$ cat src/rtl/core_if_fetch_q_pkg.sv
// Shared widths, constants and helpers for the instruction-fetch queue.
// Global fetch defines live here so every file sees them after the package.
`ifndef CORE_DEFINES_VH
`define CORE_DEFINES_VH
`define XLEN 32
`define PC_START 32'h0000_0000
`define FQ_PC_W 32
`define FQ_INSTR_W 32
`endif

package core_if_fetch_q_pkg;

   localparam int PC_STEP      = 4;
   localparam int ENTRY_FIELDS = 3;
   localparam int PC_W         = `FQ_PC_W;
   localparam int INSTR_W      = `FQ_INSTR_W;

   typedef struct packed {
      logic [PC_W-1:0]    pc;
      logic [PC_W-1:0]    pc_4;
      logic [INSTR_W-1:0] instr;
   } fq_entry_t;

   function automatic int entry_w(input int xlen);
      return ENTRY_FIELDS * xlen;
   endfunction

endpackage

$ cat src/rtl/core_if_fetch_q_fifo.sv
// Synchronous FIFO with flush and occupancy count.
// Holds the {pc, pc_4, instr} entries waiting for decode.
module core_sync_fifo #(
   parameter int W     = 8,
   parameter int DEPTH = 4
) (
   input  logic                       clk,
   input  logic                       rst_n,
   input  logic                       flush,
   input  logic                       push,
   input  logic [W-1:0]               push_data,
   input  logic                       pop,
   output logic [W-1:0]               pop_data,
   output logic                       empty,
   output logic [$clog2(DEPTH+1)-1:0] count
);

   localparam int AW = (DEPTH > 1) ? $clog2(DEPTH) : 1;
   localparam int CW = $clog2(DEPTH+1);

   logic [W-1:0]  mem [DEPTH];
   logic [AW-1:0] wr_ptr;
   logic [AW-1:0] rd_ptr;
   logic          full;
   logic          do_push;
   logic          do_pop;

   assign empty    = (count == '0);
   assign full     = (count == CW'(DEPTH));
   assign do_pop   = pop & !empty;
   // a full queue may still take a push if the head leaves in the same cycle
   assign do_push  = push & (!full | do_pop);
   assign pop_data = mem[rd_ptr];

   always_ff @(posedge clk or negedge rst_n) begin
      if (!rst_n) begin
         wr_ptr <= '0;
         rd_ptr <= '0;
         count  <= '0;
         for (int i = 0; i < DEPTH; i++) begin
            mem[i] <= '0;
         end
      end else if (flush) begin
         wr_ptr <= '0;
         rd_ptr <= '0;
         count  <= '0;
      end else begin
         if (do_push) begin
            mem[wr_ptr] <= push_data;
            wr_ptr      <= wr_ptr + AW'(1);
         end
         if (do_pop) begin
            rd_ptr <= rd_ptr + AW'(1);
         end
         count <= count + CW'(do_push) - CW'(do_pop);
      end
   end

endmodule

$ cat src/rtl/core_if_fetch_q.sv
// Instruction-fetch stage: sequential PC generation, L1I request channel,
// in-order response capture and a decoupled fetch queue towards decode.
module core_if_fetch_q
   import core_if_fetch_q_pkg::*;
#(
   parameter int               XLEN     = `XLEN,
   parameter int               FQ_DEPTH = 4,
   parameter int               MAX_OUT  = 2,
   parameter logic [XLEN-1:0]  PC_RESET = `PC_START
) (
   input  logic            clk,
   input  logic            rst_n,
   input  logic            if_stop_in,
   input  logic            if_redirect_in,
   input  logic [XLEN-1:0] if_redirect_addr_in,
   output logic            l1i_req_val_out,
   input  logic            l1i_req_rdy_in,
   output logic [XLEN-1:0] l1i_req_addr_out,
   input  logic            l1i_resp_val_in,
   input  logic [XLEN-1:0] l1i_resp_data_in,
   output logic            dec_val_out,
   input  logic            dec_rdy_in,
   output logic [XLEN-1:0] dec_pc_out,
   output logic [XLEN-1:0] dec_pc_4_out,
   output logic [XLEN-1:0] dec_instr_out
);

   localparam int OW = $clog2(MAX_OUT+1);
   localparam int CW = $clog2(FQ_DEPTH+1);
   localparam int EW = entry_w(XLEN);
   localparam logic [XLEN-1:0] STEP = XLEN'(PC_STEP);

   logic [XLEN-1:0] pc_reg;
   logic [XLEN-1:0] resp_pc;
   logic [OW-1:0]   outstanding;
   logic [OW-1:0]   drop_cnt;
   logic [CW-1:0]   fq_count;
   logic            fq_empty;
   logic [EW-1:0]   push_data;
   logic [EW-1:0]   head;
   logic [31:0]     occ;
   logic            req_val;
   logic            accept;
   logic            resp_live;
   logic            push;
   logic            pop;

   // slots already promised: queued entries plus live in-flight fetches
   assign occ = 32'(fq_count) + 32'(outstanding) - 32'(drop_cnt);

   assign req_val = rst_n & !if_redirect_in & !if_stop_in
                  & (32'(outstanding) < 32'(MAX_OUT))
                  & (occ < 32'(FQ_DEPTH));

   assign accept    = req_val & l1i_req_rdy_in;
   assign resp_live = l1i_resp_val_in & (drop_cnt == '0);
   assign push      = resp_live & !if_redirect_in;
   assign pop       = !fq_empty & dec_rdy_in & !if_redirect_in;
   assign push_data = {resp_pc, resp_pc + STEP, l1i_resp_data_in};

   assign l1i_req_val_out  = req_val;
   assign l1i_req_addr_out = pc_reg;
   assign dec_val_out      = !fq_empty;
   assign {dec_pc_out, dec_pc_4_out, dec_instr_out} = head;

   always_ff @(posedge clk or negedge rst_n) begin
      if (!rst_n) begin
         pc_reg <= PC_RESET;
      end else if (if_redirect_in) begin
         pc_reg <= if_redirect_addr_in;
      end else if (accept) begin
         pc_reg <= pc_reg + STEP;
      end
   end

   always_ff @(posedge clk or negedge rst_n) begin
      if (!rst_n) begin
         resp_pc <= PC_RESET;
      end else if (if_redirect_in) begin
         resp_pc <= if_redirect_addr_in;
      end else if (push) begin
         resp_pc <= resp_pc + STEP;
      end
   end

   always_ff @(posedge clk or negedge rst_n) begin
      if (!rst_n) begin
         outstanding <= '0;
      end else if (if_redirect_in) begin
         outstanding <= outstanding - OW'(l1i_resp_val_in);
      end else begin
         outstanding <= outstanding + OW'(accept) - OW'(l1i_resp_val_in);
      end
   end

   // everything still in flight at a redirect belongs to the old stream
   always_ff @(posedge clk or negedge rst_n) begin
      if (!rst_n) begin
         drop_cnt <= '0;
      end else if (if_redirect_in) begin
         drop_cnt <= outstanding - OW'(l1i_resp_val_in);
      end else if (l1i_resp_val_in && drop_cnt != '0) begin
         drop_cnt <= drop_cnt - OW'(1);
      end
   end

   core_sync_fifo #(
      .W     (EW),
      .DEPTH (FQ_DEPTH)
   ) u_fq (
      .clk       (clk),
      .rst_n     (rst_n),
      .flush     (if_redirect_in),
      .push      (push),
      .push_data (push_data),
      .pop       (pop),
      .pop_data  (head),
      .empty     (fq_empty),
      .count     (fq_count)
   );

endmodule

$ cat config.mk
export PLATFORM = sky130hd
export DESIGN_NAME = core_if_fetch_q
export DESIGN_NICKNAME = d
export VERILOG_FILES = /design/src/rtl/core_if_fetch_q_pkg.sv /design/src/rtl/core_if_fetch_q_fifo.sv /design/src/rtl/core_if_fetch_q.sv
export SDC_FILE = /design/constraint.sdc
export NUM_CORES = 1
export LEC_CHECK = 0
export CORE_UTILIZATION = 32
export CTS_BUF_LIST = sky130_fd_sc_hd__clkbuf_4
export DETAILED_ROUTE_END_ITERATION = 7
export MAX_ROUTING_LAYER = met4
export SETUP_SLACK_MARGIN = 0.2
export SLEW_MARGIN = 10
export SYNTH_ARGS = -nofsm -noshare
export SYNTH_HDL_FRONTEND = slang
export SYNTH_SLANG_ARGS = --single-unit
export TNS_END_PERCENT = 30
$ cat constraint.sdc
create_clock -name clk -period 6 [get_ports clk]
set_input_delay 1.5 -clock clk [delete_from_list [all_inputs] [get_ports clk]]
set_output_delay 1.5 -clock clk [all_outputs]
set_load 0.02 [all_outputs]
==> results by group <==
Yosys
  • Ys Warns: 0
  • Syn Nets: 1,725
  • Synthesized cell area: 20,780 um2
  • Syn_area_per_cell: 12.70 um2
  • Top post-synthesis cells by count: dfrtp_1 (451), mux2_2 (244), nand2_1 (196)
  • Area share of the largest cell type after synthesis: 54.32%
  • Main synth FF type: dfrtp_1
  • EDFF count, synth: 0
  • Async SR Flop Fraction: 100.0%
  • Dominant cell type by area after synthesis: dfrtp_1
  • Synthesized instance count: 1,636
  • Sequential cell area fraction in the yosys report: 54.32%
  • Most common cell in the netlist: dfrtp_1
  • Top post-synthesis cells by area: dfrtp_1 (54%), mux2_2 (13%), mux4_2 (10%)
  • #FFs+latches synth: 451
  • Unique masters post-synth: 59

Drt
  • Via count: 14,010
  • Total Wirelength: 53,490 um
  • DR pass1 iterations: 5
  • Metal1 wirelength: 24,420 um
  • Met2 wire len: 24,210 um
  • Antenna Violating Nets Remaining: 0
  • Initial DRC Count: 826
  • Met3 routed WL: 3335 um
  • WL per Instance: 19.08 um
  • Highest routed layer: met4
  • Vias per Instance: 4.998
  • # DRC: 0

Critical path
  • Crit-path cells: inv_1 > fa_1 > inv_1 > ha_1 > and3b_1 > nor4b_4 > o21a_1 > clkdlybuf4s50_1
  • Biggest cell delay along the critical path: 0.60 ns
  • Reg2reg setup slack: 2.04 ns
  • Worst Setup Path Type: register to output port
  • Crit path max-delay cell type: clkdlybuf4s50_1
  • Setup crit end kind: output port
  • CP startpoint kind: register
  • Worst Path Max Fanout: 7
  • Signal arrival time at the worst endpoint: 3.80 ns
  • Req. time, crit path: 4.50 ns
  • Cell mode on critical path: inv_1

Global routing
  • Gr usage total: 17.03%
  • First-pass GRT wire length: 85,230 um
  • GRT overflow: 0
  • Initial antenna violation count: 3
  • Vias in the first global route: 14,960
  • Largest net degree at the start of global routing: 134

Cells and area
  • Filler Cells Inserted: 6,150
  • # nets final: 1,940
  • Post-route insts no fill: 2,804
  • Share of cells above drive strength 1: 29.82%
  • P&R area growth vs syn: 20.80%
  • Final Util: 39.00%

Clock network
  • Hold buffer count at CTS: 0
  • CTS tree: built
  • Number of buffers created by CTS: 120
  • Root Driver: clkbuf_4
  • Buffer depth of the longest clock path: 3
  • CTS clock-pin slew for the worst setup and hold paths: 0.06 ns
  • Worst-Skew Late Latency: 0.92 ns
  • H-tree depth: 3
  • Clock Sink Count: 451
  • # resized after CTS: 0
  • Post-CTS Setup Bufs: 0

Timing
  • Final TNS setup: 0 ns
  • Tmin final: 5.302 ns
  • Final setup vio count: 0
  • Slew @ Worst Pin: 1.056 ns
  • Max Fclk: 188.6 MHz
  • Final Hold Fails: 0
  • Period utilization: 88.37%
  • RSZ-0062 raised after global routing: no
  • Worst-case headroom to the max-slew limit: 29.63%
  • Skew final: 0.09250 ns
  • Pins over their slew limit: 0
  • Worst Slack Setup Final: 0.6977 ns
  • WHS: 0.4376 ns

Power
  • VDD IR-drop max: 0.1969 mV
  • PD cells: 429.1 nW/um2
  • Sequential share of power: 38.9%
  • Pint: 7.140 mW
  • Power share of the clock group: 25.1%
  • Combinational power share: 36.0%
  • Switch Pwr: 3.630 mW
  • Net Sw Frac: 33.71%
  • Static leakage: 10.92 nW

Placed design
  • Gpl congestion: 0.8038
  • Detailed Place HPWL: 34,450 um
  • Placed insts: 2,584
  • PortBufs: 200
  • DP Worst Slack: 1.419 ns

Floorplanning
  • Starting Density: 32.29%
  • Area of the die: 65,950 um2
  • Die height: 256.8 um
  • Standard-cell rows: 93
  • # IOs: 201
  • CORE AREA: 64,350 um2
  • Die Width: 256.8 um

Job
  • # Max-Cap Violations: 0

Hold path
  • Hold crit path type: input port to async pin

Status
  • Status: completed
## sequential cells by signal, indices dropped and copies added, names as in the netlist
signal            count
u_fq.mem            376
l1i_req_addr_out     32
resp_pc              32
u_fq.count            3
drop_cnt              2
outstanding           2
u_fq.rd_ptr           2
u_fq.wr_ptr           2
## worst paths after layout
path,startpoint,end,cells after the start
max,outstanding[1]$_DFF_PN0_,l1i_req_val_out,8
min,rst_n,u_fq.mem[140]$_DFFE_PN0P_,1
max reg2reg,outstanding[1]$_DFF_PN0_,outstanding[1]$_DFF_PN0_,14
min reg2reg,u_fq.mem[185]$_DFFE_PN0P_,u_fq.mem[185]$_DFFE_PN0P_,2
max in group asynchronous,rst_n,u_fq.mem[60]$_DFFE_PN0P_,3
min in group clk,u_fq.mem[185]$_DFFE_PN0P_,u_fq.mem[185]$_DFFE_PN0P_,2
## cell families after synthesis
logic type      Yosys count  share of synthesized area (%)
flops                   451                          54.32
simple gates            371                          8.648
compound gates          230                          6.396
mux                     342                          23.61
xor+xnor                 67                          2.824
fa+ha+maj                18                          1.156
buf+inv                 157                          3.047
## stage by stage
stage | total power, mW | cell area (um2)
finish | 10.77 | 25100
global route | 11.45 | 25100
CTS | 10.97 | 25090
detailed placement | 8.186 | 23540
global placement | 8.071 | 23540
floorplan | 6.499 | 20780
## cells in the final DEF, fill, tap and decap left out, types with 16 or more instances in the layout
master and count:
dfrtp_1 449, mux2_2 244, clkdlybuf4s50_1 198, nand2_1 192
clkbuf_4 184, o21ai_0 151, mux4_2 94, xnor2_1 52
nand3_1 36, nor2_1 35, inv_1 27, clkinv_1 20
buf_4 19, nor3_1 16, ha_1 16
## routing by layer
layer,GRT usage (%),vias up
met4,6.366,0
met2,25.15,419
met3,4.399,91
met5,-,-
met1,22.42,7099
li1,-,6404
## critical path, delay by kind of cell (launching register included)
kind | cells | cell delay [ns]
buf+inv | 3 | 0.75
compound gates | 1 | 0.21
fa+ha+maj | 2 | 0.83
simple gates | 2 | 0.73
flops | 1 | 0.39
## area by class of cell
cell class	count	area, um2	share of cell area [%]
Sequential cell	451	11290	45.00
Clock inverter	32	162.7	0.6481
Inverter	29	108.9	0.4337
Timing Repair Buffer	221	2185	8.704
Multi-Input combinational cell	1028	8887	35.41
Antenna cell	4	10.01	0.03988
Tap cell	855	1070	4.262
Clock buffer	184	1381	5.504
## power by group through the flow
stage	Sequential (mW)	Combinational, mW	Clock [mW]
final	4.19	3.87	2.71
after global routing	4.29	4.17	2.99
after CTS	4.19	3.95	2.82
after detailed placement	4.25	3.94	0
after global placement	4.19	3.88	0
after floorplan	4.05	2.45	0
Power figures use the tool's default switching activity.
